==> src/rtl/pipe_hazard_ctrl.sv <==
// -----------------------------------------------------------------------------
// pipe_hazard_ctrl
//
// Hazard and stall controller for a five-stage in-order pipeline.
//
// There are three sources of pipeline control. They are listed here from
// highest to lowest priority:
//   1. Data-memory wait (freeze)
//      - Stall every stage register.
//      - Feed a NOP into MEM/WB.
//   2. Taken branch
//      - Redirect the PC.
//      - Squash IF/ID and ID/EX.
//   3. Load-use hazard
//      - Hold PC and IF/ID.
//      - Insert a bubble into ID/EX.
//
// A memory access that has not completed moves the FSM from RUN to MEMWAIT.
// The FSM returns to RUN in the cycle after mem_ready rises. A 4-bit wait
// counter drives the sticky mem_timeout flag. A 16-bit saturating counter
// accumulates the number of cycles in which the PC was held.
//
// Ports
//   clk, rst_n                        clock, async active-low reset
//   IF_ID_readREG1/2, IF_ID_uses2     ID-stage source operands
//   ID_EX_memread, ID_EX_writeREG     EX-stage load and its destination
//   branch_taken                      EX resolves a taken branch
//   EX_MEM_memreq, mem_ready          MEM-stage access handshake
//   perf_clr                          sync clear of stall_cycles/mem_timeout
//   PCwrite, IF_ID_write,
//   ID_EX_write, EX_MEM_write         stage-register load enables
//   ID_EX_bubble, MEM_WB_bubble       NOP insertion
//   IF_ID_flush, ID_EX_flush          stage squash
//   PCsrc                             PC loads the branch target
//   stall_cycles                      saturating count of PCwrite=0 cycles
//   mem_timeout                       sticky memory-wait timeout
// -----------------------------------------------------------------------------
module pipe_hazard_ctrl (
   input  logic        clk,
   input  logic        rst_n,
   input  logic [2:0]  IF_ID_readREG1,
   input  logic [2:0]  IF_ID_readREG2,
   input  logic        IF_ID_uses2,
   input  logic        ID_EX_memread,
   input  logic [2:0]  ID_EX_writeREG,
   input  logic        branch_taken,
   input  logic        EX_MEM_memreq,
   input  logic        mem_ready,
   input  logic        perf_clr,
   output logic        PCwrite,
   output logic        IF_ID_write,
   output logic        ID_EX_write,
   output logic        EX_MEM_write,
   output logic        ID_EX_bubble,
   output logic        MEM_WB_bubble,
   output logic        IF_ID_flush,
   output logic        ID_EX_flush,
   output logic        PCsrc,
   output logic [15:0] stall_cycles,
   output logic        mem_timeout
);

   typedef enum logic {
      RUN     = 1'b0,
      MEMWAIT = 1'b1
   } state_t;

   state_t      state_q, state_d;
   logic [3:0]  wait_cnt_q, wait_cnt_d;
   logic [15:0] stall_cycles_q, stall_cycles_d;
   logic        mem_timeout_q, mem_timeout_d;

   logic        freeze;
   logic        load_use;

   // ---------------------------------------------------------------------------
   // Hazard detection
   // ---------------------------------------------------------------------------
   // Register 0 is hard-wired, so a load that targets it never creates a
   // dependency.
   always_comb begin
      load_use = 1'b0;
      if (ID_EX_memread && (ID_EX_writeREG != 3'd0)) begin
         load_use = (ID_EX_writeREG == IF_ID_readREG1) ||
                    (IF_ID_uses2 && (ID_EX_writeREG == IF_ID_readREG2));
      end
   end

   // In MEMWAIT, the cycle in which mem_ready rises is already unfrozen. The
   // branch and load-use rules therefore act in that same cycle.
   always_comb begin
      freeze = 1'b0;
      unique case (state_q)
         RUN:     freeze = EX_MEM_memreq && !mem_ready;
         MEMWAIT: freeze = !mem_ready;
         default: freeze = 1'b0;
      endcase
   end

   // ---------------------------------------------------------------------------
   // FSM: next state
   // ---------------------------------------------------------------------------
   always_comb begin
      state_d = state_q;
      unique case (state_q)
         RUN:     if (freeze)    state_d = MEMWAIT;
         MEMWAIT: if (mem_ready) state_d = RUN;
         default: state_d = RUN;
      endcase
   end

   // ---------------------------------------------------------------------------
   // FSM: outputs
   // ---------------------------------------------------------------------------
   // Every control is held at 0 while reset is asserted. The gate is applied
   // combinationally, so the outputs are quiet even before the first clock
   // edge.
   always_comb begin
      PCwrite       = 1'b0;
      IF_ID_write   = 1'b0;
      ID_EX_write   = 1'b0;
      EX_MEM_write  = 1'b0;
      ID_EX_bubble  = 1'b0;
      MEM_WB_bubble = 1'b0;
      IF_ID_flush   = 1'b0;
      ID_EX_flush   = 1'b0;
      PCsrc         = 1'b0;
      if (rst_n) begin
         if (freeze) begin
            MEM_WB_bubble = 1'b1;
         end else if (branch_taken) begin
            PCwrite      = 1'b1;
            IF_ID_write  = 1'b1;
            ID_EX_write  = 1'b1;
            EX_MEM_write = 1'b1;
            IF_ID_flush  = 1'b1;
            ID_EX_flush  = 1'b1;
            PCsrc        = 1'b1;
         end else if (load_use) begin
            ID_EX_write  = 1'b1;
            EX_MEM_write = 1'b1;
            ID_EX_bubble = 1'b1;
         end else begin
            PCwrite      = 1'b1;
            IF_ID_write  = 1'b1;
            ID_EX_write  = 1'b1;
            EX_MEM_write = 1'b1;
         end
      end
   end

   // ---------------------------------------------------------------------------
   // Wait counter, timeout flag, stall statistics
   // ---------------------------------------------------------------------------
   always_comb begin
      wait_cnt_d     = '0;
      mem_timeout_d  = mem_timeout_q;
      stall_cycles_d = stall_cycles_q;

      if (freeze && (wait_cnt_q != 4'hF)) begin
         wait_cnt_d = wait_cnt_q + 4'd1;
      end else if (freeze) begin
         wait_cnt_d = wait_cnt_q;
      end

      // perf_clr overrides both the set and the increment.
      if (perf_clr) begin
         mem_timeout_d  = 1'b0;
         stall_cycles_d = '0;
      end else begin
         if (freeze && (wait_cnt_q == 4'hF)) begin
            mem_timeout_d = 1'b1;
         end
         if (!PCwrite && (stall_cycles_q != 16'hFFFF)) begin
            stall_cycles_d = stall_cycles_q + 16'd1;
         end
      end
   end

   always_ff @(posedge clk or negedge rst_n) begin
      if (!rst_n) begin
         state_q        <= RUN;
         wait_cnt_q     <= '0;
         stall_cycles_q <= '0;
         mem_timeout_q  <= 1'b0;
      end else begin
         state_q        <= state_d;
         wait_cnt_q     <= wait_cnt_d;
         stall_cycles_q <= stall_cycles_d;
         mem_timeout_q  <= mem_timeout_d;
      end
   end

   assign stall_cycles = stall_cycles_q;
   assign mem_timeout  = mem_timeout_q;

endmodule

==> config.mk <==
export PLATFORM = sky130hd
export DESIGN_NAME = pipe_hazard_ctrl
export DESIGN_NICKNAME = d
export VERILOG_FILES = /design/src/rtl/pipe_hazard_ctrl.sv
export SDC_FILE = /design/constraint.sdc
export NUM_CORES = 1
export LEC_CHECK = 0
export CORE_MARGIN = 8
export CORE_UTILIZATION = 45
export CTS_CLUSTER_DIAMETER = 50
export DETAILED_ROUTE_END_ITERATION = 12
export GPL_TIMING_DRIVEN = 0
export PLACE_DENSITY_LB_ADDON = 0.15
export SLEW_MARGIN = 10
export SYNTH_ARGS = -nofsm -noshare
export SYNTH_HDL_FRONTEND = slang
export SYNTH_SLANG_ARGS = --single-unit
==> constraint.sdc <==
create_clock -name clk -period 2.79 [get_ports clk]
set_input_delay 0.558 -clock clk [delete_from_list [all_inputs] [get_ports clk]]
set_output_delay 0.558 -clock clk [all_outputs]
set_load 0.05 [all_outputs]
==> flow_summary.toml <==
[yosys]
synth-edff-count = 0
synth_commonest_cells = "nor2_1, dfrtp_1, xor2_1"
synthArstFlopShare_pct = 100.0
ys_seq_area_share_pct = 42.84
ys_seq_elements = 22
synth_area_per_cell_um2 = 9.379
ys.flop_type = "dfrtp_1"
syn_inst = 137
synth_top_area_share_pct = 42.84
netlist_area_um2 = 1285
synth_fp_nets = 156
yosys_warnings = 0
synth_area_leaders = "dfrtp_1, xor2_1, nor2_1"
synth.most_common_cell = "nor2_1"
yosys.area.top_type = "dfrtp_1"
ys_types = 34

[clock_network]
clkTransAtPathRegs_ps = 120
cts_tree = "built"
clock_latency_ps = 310
numCtsBuffers = 3
htreeDepth = 1
clk_path_buf_depth = 2
clockRootBuffer = "clkbuf_4"
cts_sinks = 22
postCtsHoldBufs = 0

[timing]
maxSlewViolCount = 0
hold_viol = 0
min_period_ps = 2634
max_clock_freq_mhz = 379.7
timing.final.crit_share_pct = 94.40
worst_slew_pin_slew_ps = 555.5
slew_headroom_pct = 62.97
setup_viol = 0
finalClockSkew_ps = 1.258

[grt]
track_usage_pct = 12.91
overflow = 0
grt_pass1_vias = 1110
grt_pass1_wl_um = 5175
antenna_found_initial = 0
grt_max_degree = 25

[floorplan]
die_h_um = 69.44
dieWidth_um = 69.44
num_io_pins = 43
core_area_um2 = 2734
dieArea_um2 = 4821
start_util_pct = 47.00
rows = 19

[place]
place_hpwl_um = 2391
place.gp.congestion = 0.7596
io_buffers = 42

[detailed_routing]
via_per_inst = 5.290
drc_errors = 0
drtIter0Drc = 44
vias = 1132
wl_per_cell_um = 14.74
postRouteAntennaNets = 0
firstDrtPassIters = 4
wl_um = 3155

[critical_path]
start_kind = "input pin"
worstReg2RegEnd = "stall_cycles[13]$_DFFE_PN0P_"
crit_fanout = 7
cpLargestDelayFamily = "buffers and inverters"
cp_data_required_time_ps = 2230
cp.arrival_ps = 2080
crit_buf_inv = 3
worst-r2r-setup-slack_ps = 410
max_stage_delay_ps = 440
reg2reg_from = "stall_cycles[0]$_DFFE_PN0P_"
worst-setup-path-type = "in2out"
path_cells = "clkdlybuf4s50_1 > o21bai_4 > nand2_1 > nor2_1 > buf_4 > clkdlybuf4s15_2"
endpoint_kind = "primary output"
crit_slowest_cell = "clkdlybuf4s50_1"
setup.worst_path.start = "EX_MEM_memreq"
rr_worst_depth = 7

[power_and_ir_drop]
clkPwrFrac_pct = 32.9
pwr-share-seq_pct = 45.1
max-vdd-ir-drop_v = 0.0003767
p_switching_uw = 211.9
leakage_uw = 0.0007819
total_power_uw = 747.0
pwr-share-comb_pct = 22.0
powerDensity_nw_per_um2 = 414.6
swShare_pct = 28.37
p_int_uw = 535.1

[finish]
n_antenna_cell = 0
drive_gt1_share_pct = 16.94
post-route-util_pct = 65.90
synthToLayoutAreaGrowth_pct = 40.21
multiInputGateArea_um2 = 695.7
n_fill_cell = 243
fin_nets = 203
seq_area_um2 = 550.5

[hold_path]
hold_path.class = "in2async"

[flow_run]
cap_violations = 0

[status]
outcome = "finished clean"
[logic make-up (layout without fill, tap and decap cells)]
family | Yosys count | count (layout) | share of synthesized area (%)
AND/OR/NAND/NOR | 71 | 71 | 28.82
flip-flops | 22 | 22 | 42.84
XOR/XNOR | 16 | 16 | 10.91
AO/OA/AOI/OAI | 11 | 11 | 7.109
buffers and inverters | 11 | 57 | 4.966
multiplexers | 4 | 4 | 3.408
adder cells (fa/ha/maj) | 2 | 2 | 1.947
[layout make-up]
cell class | count | area share (%)
Multi-Input combinational cell | 104 | 38.61
Sequential cell | 22 | 30.56
Timing Repair Buffer | 42 | 22.22
Buffer | 7 | 2.708
Tap cell | 31 | 2.153
Clock inverter | 1 | 1.667
Clock buffer | 3 | 1.250
Inverter | 4 | 0.8333
[metrics by stage]
step	std cells	area [um2]	hold slack (ps)	setup slack, ps	setup TNS (ps)
3_5_place_dp	210	1744	497.4	-1013	-16620
4_1_cts	214	1805	333.1	3.557	0
6_report	214	1802	305.5	156.2	0
3_3_place_gp	210	1744	495.4	-996.6	-16520
2_1_floorplan	137	1285	262.4	44.51	0
5_1_grt	214	1802	342.1	-12.88	-12.88
[routing by layer]
metal  GRT usage, %  wire length, um  vias up
met1          13.55             1208      540
li1               -                -      563
met2          23.16             1679       25
met5              0                0        -
met4          4.784               51        0
met3          4.292              216        4
[worst max-delay path by stage]
| stage | end | slack (ps) | depth (start not counted) |
|---|---|---|---|
| after floorplan | PCwrite | 40 | 4 |
| after global placement | ID_EX_write | -1000 | 5 |
| final | IF_ID_flush | 160 | 6 |
| after detailed placement | PCsrc | -1010 | 5 |
| after global routing | IF_ID_flush | -10 | 5 |
| after CTS | PCwrite | 4 | 6 |
[power by group through the flow]
stage / combinational (uW) / clock, uW / sequential, uW
floorplan: 80.3 / 0 / 358
global placement: 163 / 0 / 343
detailed placement: 165 / 0 / 343
CTS: 164 / 252 / 337
global route: 177 / 265 / 339
finish: 164 / 246 / 337
[sequential cells by signal, summed over array words and instances (netlist names)]
| register | flops |
|---|---|
| stall_cycles | 16 |
| mem_timeout | 1 |
| wait_cnt_q | 4 |
| state_q | 1 |
[cell usage in the layout (no fill, tap or decap), drive strengths merged, types with 2 or more instances in the layout]
cell | Yosys | routed
nor2 | 27 | 27
xnor2 | 4 | 4
or3 | 2 | 2
nand4 | 7 | 7
buf | 5 | 8
nand3 | 9 | 9
and3 | 5 | 5
mux2 | 3 | 3
nor2b | 3 | 3
xor2 | 12 | 12
ha | 2 | 2
o21ai | 2 | 2
nand2 | 7 | 7
clkbuf | 2 | 8
clkdlybuf4s50 | 0 | 32
nor3 | 6 | 6
inv | 4 | 4
a21oi | 4 | 4
clkdlybuf4s15 | 0 | 2
dfrtp | 22 | 22
[repair_timing]
item | 4_1_cts | 5_1_grt
setup endpoints to repair | 25 | 7
setup buffers | 0 | 0
pin swaps | 0 | 1
resized for setup | 22 | 15
Power figures use the tool's default switching activity.
